==> src/rtl/f1_seq_param.sv <==
// Sequential lamp filler: lamps light one per tick, all-on hold, then clear with a done pulse.
// Optional F1_RANDOM_HOLD_EN replaces the fixed HOLD_TICKS hold with a free-running 7-bit LFSR value.
`timescale 1ns/1ps

module f1_seq_param #(
  parameter int LIGHTS     = 8,
  parameter int N_WIDTH    = 16,
  parameter int HOLD_TICKS = 3
) (
  input  logic               clk,
  input  logic               rst,
  input  logic [N_WIDTH-1:0] N,
  input  logic               trigger,
  output logic [LIGHTS-1:0]  data_out,
  output logic               busy,
  output logic               done
);

  typedef enum logic [1:0] {
    IDLE = 2'd0,
    FILL = 2'd1,
    HOLD = 2'd2
  } state_t;

  state_t             state;
  state_t             state_nxt;
  logic [N_WIDTH-1:0] presc;
  logic [6:0]         hold_cnt;
  logic [6:0]         hold_value;
  logic               tick;
  logic               fill_last;
  logic               hold_last;

`ifdef F1_RANDOM_HOLD_EN
  // x^7 + x^3 + 1 Fibonacci LFSR; free-running so the hold length varies run to run.
  logic [6:0] lfsr;

  always_ff @(posedge clk or negedge rst) begin
    if (!rst) begin
      lfsr <= 7'h01;
    end else begin
      lfsr <= {lfsr[5:0], lfsr[6] ^ lfsr[2]};
    end
  end

  assign hold_value = lfsr;
`else
  assign hold_value = 7'(HOLD_TICKS);
`endif

  assign tick      = (state != IDLE) && (presc == '0);
  assign fill_last = tick && (state == FILL) && (&data_out[LIGHTS-2:0]);
  assign hold_last = tick && (state == HOLD) && (hold_cnt == 7'd1);

  // NOTE: sequential state uses non-blocking assignments so every register samples pre-edge values.
  always_ff @(posedge clk or negedge rst) begin
    if (!rst) begin
      state <= IDLE;
    end else begin
      state <= state_nxt;
    end
  end

  // NOTE: default assignment first so no path through the case leaves state_nxt unassigned (no latch).
  always_comb begin
    state_nxt = state;
    case (state)
      IDLE:    if (trigger)   state_nxt = FILL;
      FILL:    if (fill_last) state_nxt = HOLD;
      HOLD:    if (hold_last) state_nxt = IDLE;
      default:                state_nxt = IDLE;
    endcase
  end

  always_comb begin
    busy = (state != IDLE);
  end

  // Prescaler, lamp register, hold counter and done pulse.
  always_ff @(posedge clk or negedge rst) begin
    if (!rst) begin
      presc    <= '0;
      hold_cnt <= '0;
      data_out <= '0;
      done     <= 1'b0;
    end else begin
      done <= hold_last;
      case (state)
        IDLE: begin
          data_out <= '0;
          hold_cnt <= '0;
          presc    <= trigger ? N : '0;
        end
        FILL: begin
          presc <= tick ? N : presc - N_WIDTH'(1);
          if (tick) begin
            data_out <= {data_out[LIGHTS-2:0], 1'b1};
          end
          if (fill_last) begin
            hold_cnt <= hold_value;
          end
        end
        HOLD: begin
          if (!tick) begin
            presc <= presc - N_WIDTH'(1);
          end else if (hold_last) begin
            presc    <= '0;
            hold_cnt <= '0;
            data_out <= '0;
          end else begin
            presc    <= N;
            hold_cnt <= hold_cnt - 7'd1;
          end
        end
        default: begin
          presc    <= '0;
          hold_cnt <= '0;
          data_out <= '0;
        end
      endcase
    end
  end

endmodule

==> config.mk <==
export PLATFORM = sky130hd
export DESIGN_NAME = f1_seq_param
export DESIGN_NICKNAME = d
export VERILOG_FILES = /design/src/rtl/f1_seq_param.sv
export SDC_FILE = /design/constraint.sdc
export NUM_CORES = 1
export LEC_CHECK = 0
export ABC_AREA = 0
export BUFFER_PORTS_ARGS = -buffer_cell sky130_fd_sc_hd__buf_4
export CAP_MARGIN = 5
export CORE_MARGIN = 5
export CORE_UTILIZATION = 56
export CTS_CLUSTER_SIZE = 30
export DETAILED_ROUTE_END_ITERATION = 7
export GPL_TIMING_DRIVEN = 0
export PLACE_DENSITY = 0.84
export SLEW_MARGIN = 20
export SYNTH_ARGS = -nofsm -noshare
export SYNTH_HDL_FRONTEND = slang
export SYNTH_SLANG_ARGS = --single-unit
==> constraint.sdc <==
create_clock -name clk -period 2.72 [get_ports clk]
set_clock_uncertainty 0.05 [all_clocks]
set_input_delay 0.408 -clock clk [delete_from_list [all_inputs] [get_ports clk]]
set_output_delay 0.408 -clock clk [all_outputs]
set_load 0.1 [all_outputs]
==> key figures <==
Setup path
  • CP arrival: 2700 ps
  • CP Launch Type: register
  • CP Class: register to register
  • Worst path required time: 2950 ps
  • Crit end category: register
  • Worst-path fanout max: 10

Placement
  • RD Place Congestion: 0.910
  • Port Buf Inserts: 28
  • Placed Cells: 270
  • HPWL Detailed: 3230 microns
  • Pre-CTS WS: 131 ps
  • Placed cell area: 2220 sq um

Clocking
  • Clk_lat worst skew: 340 ps
  • CTS Buf Count: 5
  • H-tree levels: 2
  • Clock-pin slew on the worst setup and hold paths: 120 ps
  • CTS root buffer: clkbuf_4
  • CTS tree: done
  • Clock sinks: 34
  • Post-CTS sizing: 0
  • Clock buffer depth: 2

Status
  • Outcome: finished, final reports clean

Route
  • Total vias in the final route: 1694
  • DRT antenna net count: 0
  • Iter 0 DRT Violations: 143
  • Detailed Routing Iterations Pass 1: 4
  • Wire length per cell: 16.0 microns
  • Via density: 6.03
  • DRC Markers: 0
  • Routed WL: 4500 microns

Floorplanning
  • I/O Pins: 29
  • Core area: 3360 sq um
  • Die Y: 69.1 microns
  • Die width: 69.1 microns
  • Cell row count: 21
  • Die area: 4770 sq um
  • Starting density of the core: 58.1%

Synth
  • EDFF count, synth: 0
  • Syn Std Cell Area: 1960 sq um
  • Post-synthesis cell type count: 47
  • Primary FF master, synth: dfrtp_1
  • Sequential share of the synthesized area: 43.5%
  • Register bit total from synthesis: 34
  • Post-synth net total: 222
  • Post-Syn Instances: 196
  • Synth warnings: 0
  • Asr flop ratio synth: 100%
  • Synthesized area per cell: 9.98 sq um

Job
  • Number of max-cap violations: 0

Timing
  • Relative max-transition margin: 61.2%
  • Slew @ Worst Pin: 580 ps
  • Fmax: 405 MHz
  • RSZ-0062 raised after global routing: no
  • Setup Viol. Count Final: 0
  • Final worst setup slack: 250 ps
  • Tmin final: 2470 ps
  • Setup TNS: 0 ps
  • Final Cycle Share: 90.8%
  • Final Hold Vio Count: 0
  • Final Slew Violations: 0

Cells and area
  • Nets: 260
  • Ant diodes: 0
  • Fin cells: 281
  • Layout cells sized above 1: 22.6%
  • Final Cell Area: 2350 sq um
  • Area of the multi-input gates: 1030 sq um
  • Synthesis-to-layout area growth: 20.4%
  • Area taken by flip-flops and latches: 851 sq um
  • Fillers: 274

GRT
  • Initial antenna violation count: 0
  • Total track usage: 20.0%
  • First-pass GRT wire length: 7730 microns
  • Grt ovf: 0
  • Vias in the first global route: 1659
  • Largest net degree at the start of global routing: 35

Pwr
  • Pwr Density: 430 nW/um^2
  • Peak supply drop: 0.302 mV
  • PnR Total Power: 1.01 mW
  • Static Leak: 1.05 nW

Min path
  • Min-delay worst type: input port to register
cells by family after synthesis:
kind of cell    share of synthesized area [%]
compound gates                           22.1
xor+xnor                                 4.03
fa+ha+maj                                4.48
buf+inv                                  3.90
flops                                    43.5
mux                                      1.60
simple gates                             20.3
through the flow:
| step | utilization (%) | hold slack, ps |
|---|---|---|
| after floorplan | - | 62.4 |
| after global placement | 66.1 | 324 |
| after detailed placement | 66.1 | 326 |
| after CTS | 69.6 | 212 |
| after global routing | 70.0 | 209 |
| final | 70.0 | 211 |
cell usage in the layout, fill, tap and decap left out, types with 2 or more instances in the layout:
cell       count
nor4b_1        2
ha_1           7
a211oi_1       2
inv_1         13
bufinv_16      2
buf_4         31
buf_2          4
or2_2          2
nor2_1        17
nand4_1        3
or3_1          2
o31ai_1        2
nor4_1         3
dfrtp_1       34
nand3b_1       2
nor2b_1        4
a21oi_1        7
mux2i_1        2
a31oi_1        3
nand3_1        6
nand2b_1       2
o2bb2ai_1     14
nand2_1        9
nor3_1        11
a22o_1        14
clkbuf_4       5
xnor2_1        8
worst max-delay path, cell delays in order, from the launching register on:
cell and delay, ps:
dfrtp_1 450, or4_1 600, nor2_1 210, buf_2 250, o211ai_1 110, a21oi_1 290
buf_2 290, o2bb2ai_1 150
final cells by class:
class / instances / area share [%]
multi-input cells: 144 / 43.7
well taps: 46 / 2.44
clock buffers: 5 / 1.59
inverters: 13 / 2.07
clock inverters: 3 / 2.92
plain buffers: 5 / 1.17
repair buffers: 31 / 9.99
flip-flops and latches: 34 / 36.1
power breakdown:
group          switching (mW)  total (mW)  internal (mW)  leakage, nW
clock                   0.187       0.474          0.287       0.0554
combinational          0.0156      0.0332         0.0175        0.587
sequential                  0       0.505          0.505        0.408
total                   0.203        1.01          0.810         1.05
worst paths after layout:
| kind | slack (ps) | depth (start not counted) | from | endpoint |
|---|---|---|---|---|
| min in group asynchronous | 480 | 2 | rst | presc[9] |
| max reg2reg | 250 | 7 | presc[3] | presc[2] |
| min | 210 | 2 | N[10] | presc[10] |
| min reg2reg | 470 | 1 | data_out[7] | data_out[7] |
| max | 250 | 7 | presc[3] | presc[2] |
| max in group asynchronous | 1820 | 2 | rst | hold_cnt[1] |
what timing repair did:
item / CTS / global route
hold buffers: 1 / 0
hold endpoints to repair: 34 / 0
buffers inserted: 0 / 2
setup endpoints to repair: 0 / 20
synth_stat cells (all sizes together) (3+ instances only):
cell type	number	area share, %
xnor2	8	3.6
a22o	14	6.3
nand4	3	0.96
inv	13	2.5
nand3	6	1.5
nor4	5	2.7
a31oi	3	0.96
o2bb2ai	14	6.3
nor2b	4	1.3
a21oi	8	2.2
ha	7	4.5
buf	5	1.4
nor3	12	3.3
nand2	9	1.7
dfrtp	34	44
nor2	17	3.3
state kept, by name, indices dropped and copies added (netlist names):
| name | count |
|---|---|
| done | 1 |
| data_out | 8 |
| hold_cnt | 7 |
| state | 2 |
| presc | 16 |
routing by layer:
metal  wire (microns)  up-vias  share of wire (%)  GRT usage (%)
li1                 -      811                  -              -
met1             1980      827                 44           25.4
met2             2170       45                 48           31.1
met3              254       11                5.6           6.25
met4               98        0                2.2           9.11
met5                0        -                  0              0
No activity file was read; power rests on OpenSTA's default activity.
